`src/rtl/golden_nonce_queue.sv`:
```
// golden_nonce_queue
//
// Purpose:
//   Sits directly downstream of the miner core. Each hash2_valid strobe is
//   qualified against a leading-zero target. Every matching ("golden")
//   nonce_adjust value is queued in a small FIFO. The host side drains the
//   FIFO with a valid/ready handshake, so bursts of golden nonces survive
//   until they are read.
//
// Parameters:
//   DEPTH_LOG2  FIFO depth is 2**DEPTH_LOG2 entries (1..6)
//   ZERO_BITS   number of hash2 MSBs that must be zero for a hit (1..64)
//
// Optional feature macro:
//   GOLDEN_STATS_EN  when defined, hashes_done counts every hash2_valid strobe.
//                    When undefined, hashes_done is tied to zero and no counter
//                    logic exists.
//
// Ports:
//   clk           rising-edge clock, shared with the miner core
//   reset         synchronous, active-high; dominates everything
//   hash2_valid   core result strobe
//   hash2         core final hash (256 bits)
//   nonce_adjust  nonce that produced hash2
//   flush         new work loaded; discard every pending nonce
//   out_ready     consumer accepts the head entry
//   out_valid     FIFO is non-empty
//   out_nonce     FIFO head entry, shown whether or not out_valid is high
//   fifo_count    number of queued entries
//   overflow      sticky flag: a golden nonce was dropped because the FIFO was full
//   hashes_done   count of hash2_valid strobes (stats build only)

module golden_nonce_queue #(
  parameter int DEPTH_LOG2 = 3,
  parameter int ZERO_BITS  = 32
) (
  input  logic                  clk,
  input  logic                  reset,
  input  logic                  hash2_valid,
  input  logic [255:0]          hash2,
  input  logic [31:0]           nonce_adjust,
  input  logic                  flush,
  input  logic                  out_ready,
  output logic                  out_valid,
  output logic [31:0]           out_nonce,
  output logic [DEPTH_LOG2:0]   fifo_count,
  output logic                  overflow,
  output logic [31:0]           hashes_done
);

  localparam int Depth = 1 << DEPTH_LOG2;
  localparam logic [DEPTH_LOG2:0] FullCount = (DEPTH_LOG2 + 1)'(Depth);

  logic [31:0]           mem_q [Depth];

  logic                  hit_d, hit_q;
  logic [31:0]           nonce_q;
  logic [DEPTH_LOG2-1:0] rd_ptr_d, rd_ptr_q;
  logic [DEPTH_LOG2-1:0] wr_ptr_d, wr_ptr_q;
  logic [DEPTH_LOG2:0]   count_d, count_q;
  logic                  overflow_d, overflow_q;

  logic                  is_golden;
  logic                  fifo_full;
  logic                  pop;
  logic                  push_accept;
  logic                  mem_we;

  // Only the top ZERO_BITS of the hash matter. The remaining bits are
  // deliberately ignored.
  logic                  unused_hash_bits;
  assign unused_hash_bits = ^hash2[255-ZERO_BITS:0];

  assign is_golden = hash2_valid && (hash2[255 -: ZERO_BITS] == '0);
  assign fifo_full = (count_q == FullCount);
  assign out_valid = (count_q != '0);
  assign pop       = out_valid & out_ready;

  // A push into a full FIFO is still accepted when a pop frees the head
  // slot in the same cycle.
  assign push_accept = hit_q & (~fifo_full | pop);
  assign mem_we      = push_accept & ~flush;

  // Next-state logic for the qualify stage and the FIFO bookkeeping.
  // flush wins over any push or pop in the same cycle. It also throws away
  // the stage-1 sample taken on the same edge.
  always_comb begin
    hit_d      = is_golden;
    rd_ptr_d   = rd_ptr_q;
    wr_ptr_d   = wr_ptr_q;
    count_d    = count_q;
    overflow_d = overflow_q;

    if (flush) begin
      hit_d      = 1'b0;
      rd_ptr_d   = '0;
      wr_ptr_d   = '0;
      count_d    = '0;
      overflow_d = 1'b0;
    end else begin
      if (push_accept) begin
        wr_ptr_d = wr_ptr_q + DEPTH_LOG2'(1);
      end
      if (pop) begin
        rd_ptr_d = rd_ptr_q + DEPTH_LOG2'(1);
      end
      if (push_accept && !pop) begin
        count_d = count_q + (DEPTH_LOG2 + 1)'(1);
      end else if (pop && !push_accept) begin
        count_d = count_q - (DEPTH_LOG2 + 1)'(1);
      end
      if (hit_q && fifo_full && !pop) begin
        overflow_d = 1'b1;
      end
    end
  end

  // State registers. nonce_q is sampled on every edge. It is only consumed
  // when hit_q is set, so flush does not need to touch it.
  always_ff @(posedge clk) begin
    if (reset) begin
      hit_q      <= 1'b0;
      nonce_q    <= '0;
      rd_ptr_q   <= '0;
      wr_ptr_q   <= '0;
      count_q    <= '0;
      overflow_q <= 1'b0;
    end else begin
      hit_q      <= hit_d;
      nonce_q    <= nonce_adjust;
      rd_ptr_q   <= rd_ptr_d;
      wr_ptr_q   <= wr_ptr_d;
      count_q    <= count_d;
      overflow_q <= overflow_d;
    end
  end

  // Storage is cleared on reset so that out_nonce reads zero afterwards.
  // A slot is written only by an accepted push, so the head entry stays
  // stable while a handshake is stalled.
  always_ff @(posedge clk) begin
    if (reset) begin
      for (int i = 0; i < Depth; i++) begin
        mem_q[i] <= '0;
      end
    end else if (mem_we) begin
      mem_q[wr_ptr_q] <= nonce_q;
    end
  end

  assign out_nonce  = mem_q[rd_ptr_q];
  assign fifo_count = count_q;
  assign overflow   = overflow_q;

`ifdef GOLDEN_STATS_EN
  logic [31:0] hashes_q;

  // Counts every result strobe, including non-hits. The counter wraps
  // naturally at 32 bits, and flush leaves it alone.
  always_ff @(posedge clk) begin
    if (reset) begin
      hashes_q <= '0;
    end else if (hash2_valid) begin
      hashes_q <= hashes_q + 32'd1;
    end
  end

  assign hashes_done = hashes_q;
`else
  assign hashes_done = 32'd0;
`endif

endmodule
```
`config.mk`:
```
export PLATFORM = sky130hd
export DESIGN_NAME = golden_nonce_queue
export DESIGN_NICKNAME = d
export VERILOG_FILES = /design/src/rtl/golden_nonce_queue.sv
export SDC_FILE = /design/constraint.sdc
export NUM_CORES = 1
export LEC_CHECK = 0
export ABC_AREA = 1
export CELL_PAD_IN_SITES_DETAIL_PLACEMENT = 1
export CELL_PAD_IN_SITES_GLOBAL_PLACEMENT = 2
export CORE_MARGIN = 2
export CORE_UTILIZATION = 32
export DETAILED_ROUTE_END_ITERATION = 10
export PLACE_DENSITY = 0.95
export SYNTH_ARGS = -nofsm -noshare
export SYNTH_HDL_FRONTEND = slang
export SYNTH_SLANG_ARGS = --single-unit
```
`constraint.sdc`:
```
create_clock -name clk -period 6.6 [get_ports clk]
set_clock_uncertainty 0.15 [all_clocks]
set_input_delay 1.98 -clock clk [delete_from_list [all_inputs] [get_ports clk]]
set_output_delay 1.98 -clock clk [all_outputs]
set_load 0.03 [all_outputs]
```
== Yosys cells after proc, flatten, opt, wreduce, memory -nomap -nowiden ==
Memories as Yosys holds them, arrays and structs flattened. A register that Yosys moved wholly into a read port is not among the register bits.
Cells that the tools add are included.
Word-level totals
  bits in writable memories: 256
  output and inout port bits: 70
  memories: 1
  register bits after elaboration: 44
Operators by class
  equality and inequality tests: 1
  bitwise gates (word level): 6
  mux-type cells: 12
  $add $sub $neg: 4
  reduce and logical (&&, ||, !) cells: 12
Memory list
  mem_q: words 8, width 32, rd ports 1, clocked after Yosys merged registers in 1, write ports 8, RTL line 54  | logic [31:0] mem_q [Depth];
Operator list (number)
  $logic_not A32 Y1: 1
  $mux W32: 1
  $reduce_or A32 Y1: 1
  $mux W3: 3
  $mux W4: 2
  $add A3 B1 Y3 const B: 2
  $mux W1: 6
  $logic_and A1 B1 Y1: 5
  $add A4 B1 Y4 const B: 1
  $eq A4 B4 Y1 const B: 1
  $reduce_bool A4 Y1: 1
  $sub A4 B1 Y4 const B: 1
  $and A1 B1 Y1: 3
  $logic_not A1 Y1: 2
  $not A1 Y1: 2
  $reduce_bool A2 Y1: 1
  $reduce_or A2 Y1: 1
  $or A1 B1 Y1: 1

== Logic depth before layout (Yosys ltp) ==
  depth after elaboration: 10
  mapped depth: 14

== Least setup slack after synthesis ==
OpenSTA, ideal clock, no wires.
  kind: input -> register
  start point: input port reset
  end point: memory mem_q[2][0], enable pin
  required time: 6061 ps
  path slack: 2616 ps
  stages: 8
  arrival time: 3445 ps
  setup time: 389 ps
  cells stage by stage: buf_6 > nor2_4 > inv_2 > buf_6 > nor2_8 > nand2_4 > buf_6 > nand2_1
RTL lines
  from (decl): RTL line 38  | input logic reset,
  to (decl): RTL line 54

==> results.sh <==
export IMPL_cts_buffers=34
export IMPL_netlist_area_um2=13320
export IMPL_hpwlAfterDp_um=22080
export IMPL_timing_critical_path_fanout_max=62
export IMPL_grt_max_degree=69
export IMPL_routed_wire_length_per_instance_um=19.23
export IMPL_clock_latency_ps=520
export IMPL_outcome="finished, final reports clean"
export IMPL_initial_core_util_pct=32.55
export IMPL_postLayoutSetupSlackWorst_ps=928.3
export IMPL_synthesis_area_per_instance_um2=10.18
export IMPL_pwr_density_cell_nw_per_um2=272.6
export IMPL_die_width_um=208.0
export IMPL_drt_first_iter_violations=709
export IMPL_cpMaxStageDelayCell="sky130_fd_sc_hd__clkdlybuf4s50_1"
export IMPL_core_um2=40920
export IMPL_cts_root_buf="sky130_fd_sc_hd__clkbuf_16"
export IMPL_dp_cells=1896
export IMPL_clock_sinks=303
export IMPL_cp_required_ps=4470
export IMPL_clkTransAtPathRegs_ps=60
export IMPL_synth_seq_cells=303
export IMPL_multiInputGateArea_um2=3747
export IMPL_drv_cap=0
export IMPL_mostFrequentLayoutCell="sky130_fd_sc_hd__nor2_1"
export IMPL_worst_slew_pin_transition_ps=862.6
export IMPL_final_cells=1959
export IMPL_grt_antenna_before_repair=1
export IMPL_tns_ps=0
export IMPL_die_h_um=208.0
export IMPL_global_route_wire_length_before_repair_um=57990
export IMPL_ioPinCount=363
export IMPL_fillerInstances=4578
export IMPL_synthToLayoutAreaGrowth_pct=17.97
export IMPL_clockBufferDepth=3
export IMPL_first_global_vias=10420
export IMPL_hold_ws_ps=345.1
export IMPL_htree_levels=2
export IMPL_total_wire_length_after_detailed_routing_um=37670
export IMPL_mostFrequentLayoutCells="sky130_fd_sc_hd__nor2_1, sky130_fd_sc_hd__edfxtp_1, sky130_fd_sc_hd__nand2_1, sky130_fd_sc_hd__o21ai_0, sky130_fd_sc_hd__clkdlybuf4s50_1"
export IMPL_tritoncts="built"
export IMPL_synthesis_instances=1308
export IMPL_holdCritPathClass="reg2reg"
export IMPL_drt_pre_antenna_iters=5
export IMPL_timing_final_crit_share_pct=85.93
export IMPL_row_count=74
export IMPL_yosys_cell_types_count=31
export IMPL_yosys_area_top_type_share_pct=57.72
export IMPL_max_freq_mhz=176.3
export IMPL_rsz_0062_raised_after_global_routing="false"
export IMPL_setup_viols_final=0
export IMPL_cp_common_cell="sky130_fd_sc_hd__nand2_1"
export IMPL_ir_worst_vdd_mv=0.1789
export IMPL_slew_viol_final=0
export IMPL_design_final_nets=1699
export IMPL_gpl_final_weighted_congestion=0.7445
export IMPL_num_vias=9693
export IMPL_area_sequential_um2=8632
export IMPL_post_cts_hold_buffer_count=0
export IMPL_fin_crit_ps=5672
export IMPL_post_place_worst_slack_ps=1476
export IMPL_worst_path_largest_cell_delay_ps=750
export IMPL_viasPerCell=4.948
export IMPL_cp_cell_sequence="inv_2 > buf_4 > o21ai_0 > o22ai_1 > nand2_1 > nand2_1 > clkdlybuf4s50_1"
export IMPL_ys_warn_count=0
export IMPL_fp_dieArea_um2=43270
export IMPL_max_slew_margin_pct=42.35
export IMPL_grt_overflow_total=0
export IMPL_grt_util_all_layers_pct=17.28
export IMPL_setup_worst_path_end_class="output port"
export IMPL_synth_seq_area_share_pct=64.78
export IMPL_static_leakage_power_nw=5.884
export IMPL_final_layout_size_suffix_gt1_share_pct=7.083
export IMPL_timing_hold_violations_final=0
export IMPL_route_antenna_remaining_nets=0
export IMPL_remaining_drc_errors=0
export IMPL_postCtsSetupRepairBufs=0
export IMPL_place_port_buffers=106
export IMPL_critPathLaunchType="register"
export IMPL_post_cts_resize_count=0
export IMPL_endpoint_arrival_time_on_the_critical_path_ps=3540
export IMPL_setup_worst_path_class="reg2out"
export IMPL_yosys_top_cells_area="sky130_fd_sc_hd__edfxtp_1, sky130_fd_sc_hd__nor2_1, sky130_fd_sc_hd__dfxtp_1"
export IMPL_synthDominantAreaCellType="sky130_fd_sc_hd__edfxtp_1"
critical path: cells and delay by family (launching register included):
kind,cells,cell delay (ps)
DFF,1,530
and+or+nand+nor,2,240
buffers and inverters,3,1920
AOI/OAI and AO/OA,2,280
cell usage after synthesis:
| cell | number |
|---|---|
| sky130_fd_sc_hd__xor2_1 | 4 |
| sky130_fd_sc_hd__clkbuf_1 | 30 |
| sky130_fd_sc_hd__nand3_2 | 1 |
| sky130_fd_sc_hd__nor2_8 | 2 |
| sky130_fd_sc_hd__nand2_4 | 7 |
| sky130_fd_sc_hd__ha_1 | 5 |
| sky130_fd_sc_hd__nor3_1 | 2 |
| sky130_fd_sc_hd__nor3_4 | 2 |
| sky130_fd_sc_hd__nor2_2 | 4 |
| sky130_fd_sc_hd__nor2_1 | 442 |
| sky130_fd_sc_hd__inv_1 | 77 |
| sky130_fd_sc_hd__conb_1 | 1 |
| sky130_fd_sc_hd__or2_2 | 1 |
| sky130_fd_sc_hd__nand4_1 | 1 |
| sky130_fd_sc_hd__o21ai_0 | 127 |
| sky130_fd_sc_hd__o21ai_1 | 4 |
| sky130_fd_sc_hd__edfxtp_1 | 256 |
| sky130_fd_sc_hd__nand3_1 | 3 |
| sky130_fd_sc_hd__clkbuf_2 | 2 |
| sky130_fd_sc_hd__buf_6 | 26 |
| sky130_fd_sc_hd__nor2_4 | 2 |
| sky130_fd_sc_hd__dfxtp_1 | 47 |
| sky130_fd_sc_hd__nand2_2 | 2 |
| sky130_fd_sc_hd__fa_1 | 1 |
| sky130_fd_sc_hd__a21oi_1 | 8 |
| sky130_fd_sc_hd__inv_2 | 4 |
| sky130_fd_sc_hd__nand2_1 | 132 |
| sky130_fd_sc_hd__o22ai_1 | 64 |
| sky130_fd_sc_hd__buf_4 | 35 |
| sky130_fd_sc_hd__buf_2 | 14 |
| sky130_fd_sc_hd__buf_1 | 2 |
power by group:
part | switching, mW | internal, mW | total [mW]
clock | 0.755 | 1.12 | 1.87
sequential | 0.0245 | 2.16 | 2.18
combinational | 0.153 | 0.0746 | 0.228
worst paths after layout:
path,from,end,slack (ps),cells past startpoint
worst max-delay path,register,out_nonce[28],930,7
worst min-delay path,overflow,overflow,350,2
worst max register to register,fifo_count[0],mem_q[3][17],3680,7
worst min register to register,overflow,overflow,350,2
kinds of logic (layout without fill, tap and decap cells):
| group | Yosys count | count (layout) | share of synthesized area, % |
|---|---|---|---|
| and+or+nand+nor | 601 | 601 | 18.12 |
| DFF | 303 | 303 | 64.78 |
| AOI/OAI and AO/OA | 203 | 203 | 8.229 |
| buffers and inverters | 190 | 277 | 7.957 |
| adders and majority gates | 6 | 6 | 0.6200 |
| xor gates and xnor gates | 4 | 4 | 0.2630 |
| other | 1 | 33 | 0.02816 |
flip-flops by register name, summed over array words and instances, names as in the netlist, named ones only:
register / count
wr_ptr_q: 3
fifo_count: 4
hit_q: 1
nonce_q: 32
mem_q: 256
rd_ptr_q: 3
overflow: 1
layout make-up:
class | count | area share, %
Antenna cell | 1 | 0.01593
Tap cell | 532 | 4.236
Inverter | 81 | 1.935
Clock inverter | 15 | 1.242
Multi-Input combinational cell | 846 | 23.85
Sequential cell | 303 | 54.94
Timing Repair Buffer | 134 | 8.059
Clock buffer | 47 | 5.725
per-layer routing:
metal  vias to the layer above  global-route usage [%]  wire [µm]  share of wire (%)
met5                         -                       0          0                  0
met4                         0                   5.380        894                2.4
met3                        65                   2.883       2203                5.8
met2                       325                   30.34      18500                 49
met1                      4831                   21.73      16070                 43
li1                       4472                       -          -                  -
through the flow:
stage / utilization, % / instance area (µm²) / total power [mW]
finish: 38.39 / 15710 / 4.283
detailed placement: 35.71 / 14620 / 2.450
global route: 38.39 / 15710 / 4.406
global placement: 35.71 / 14620 / 2.437
floorplan: - / 13440 / 2.347
CTS: 38.39 / 15710 / 4.316
Power figures use the tool's default switching activity.
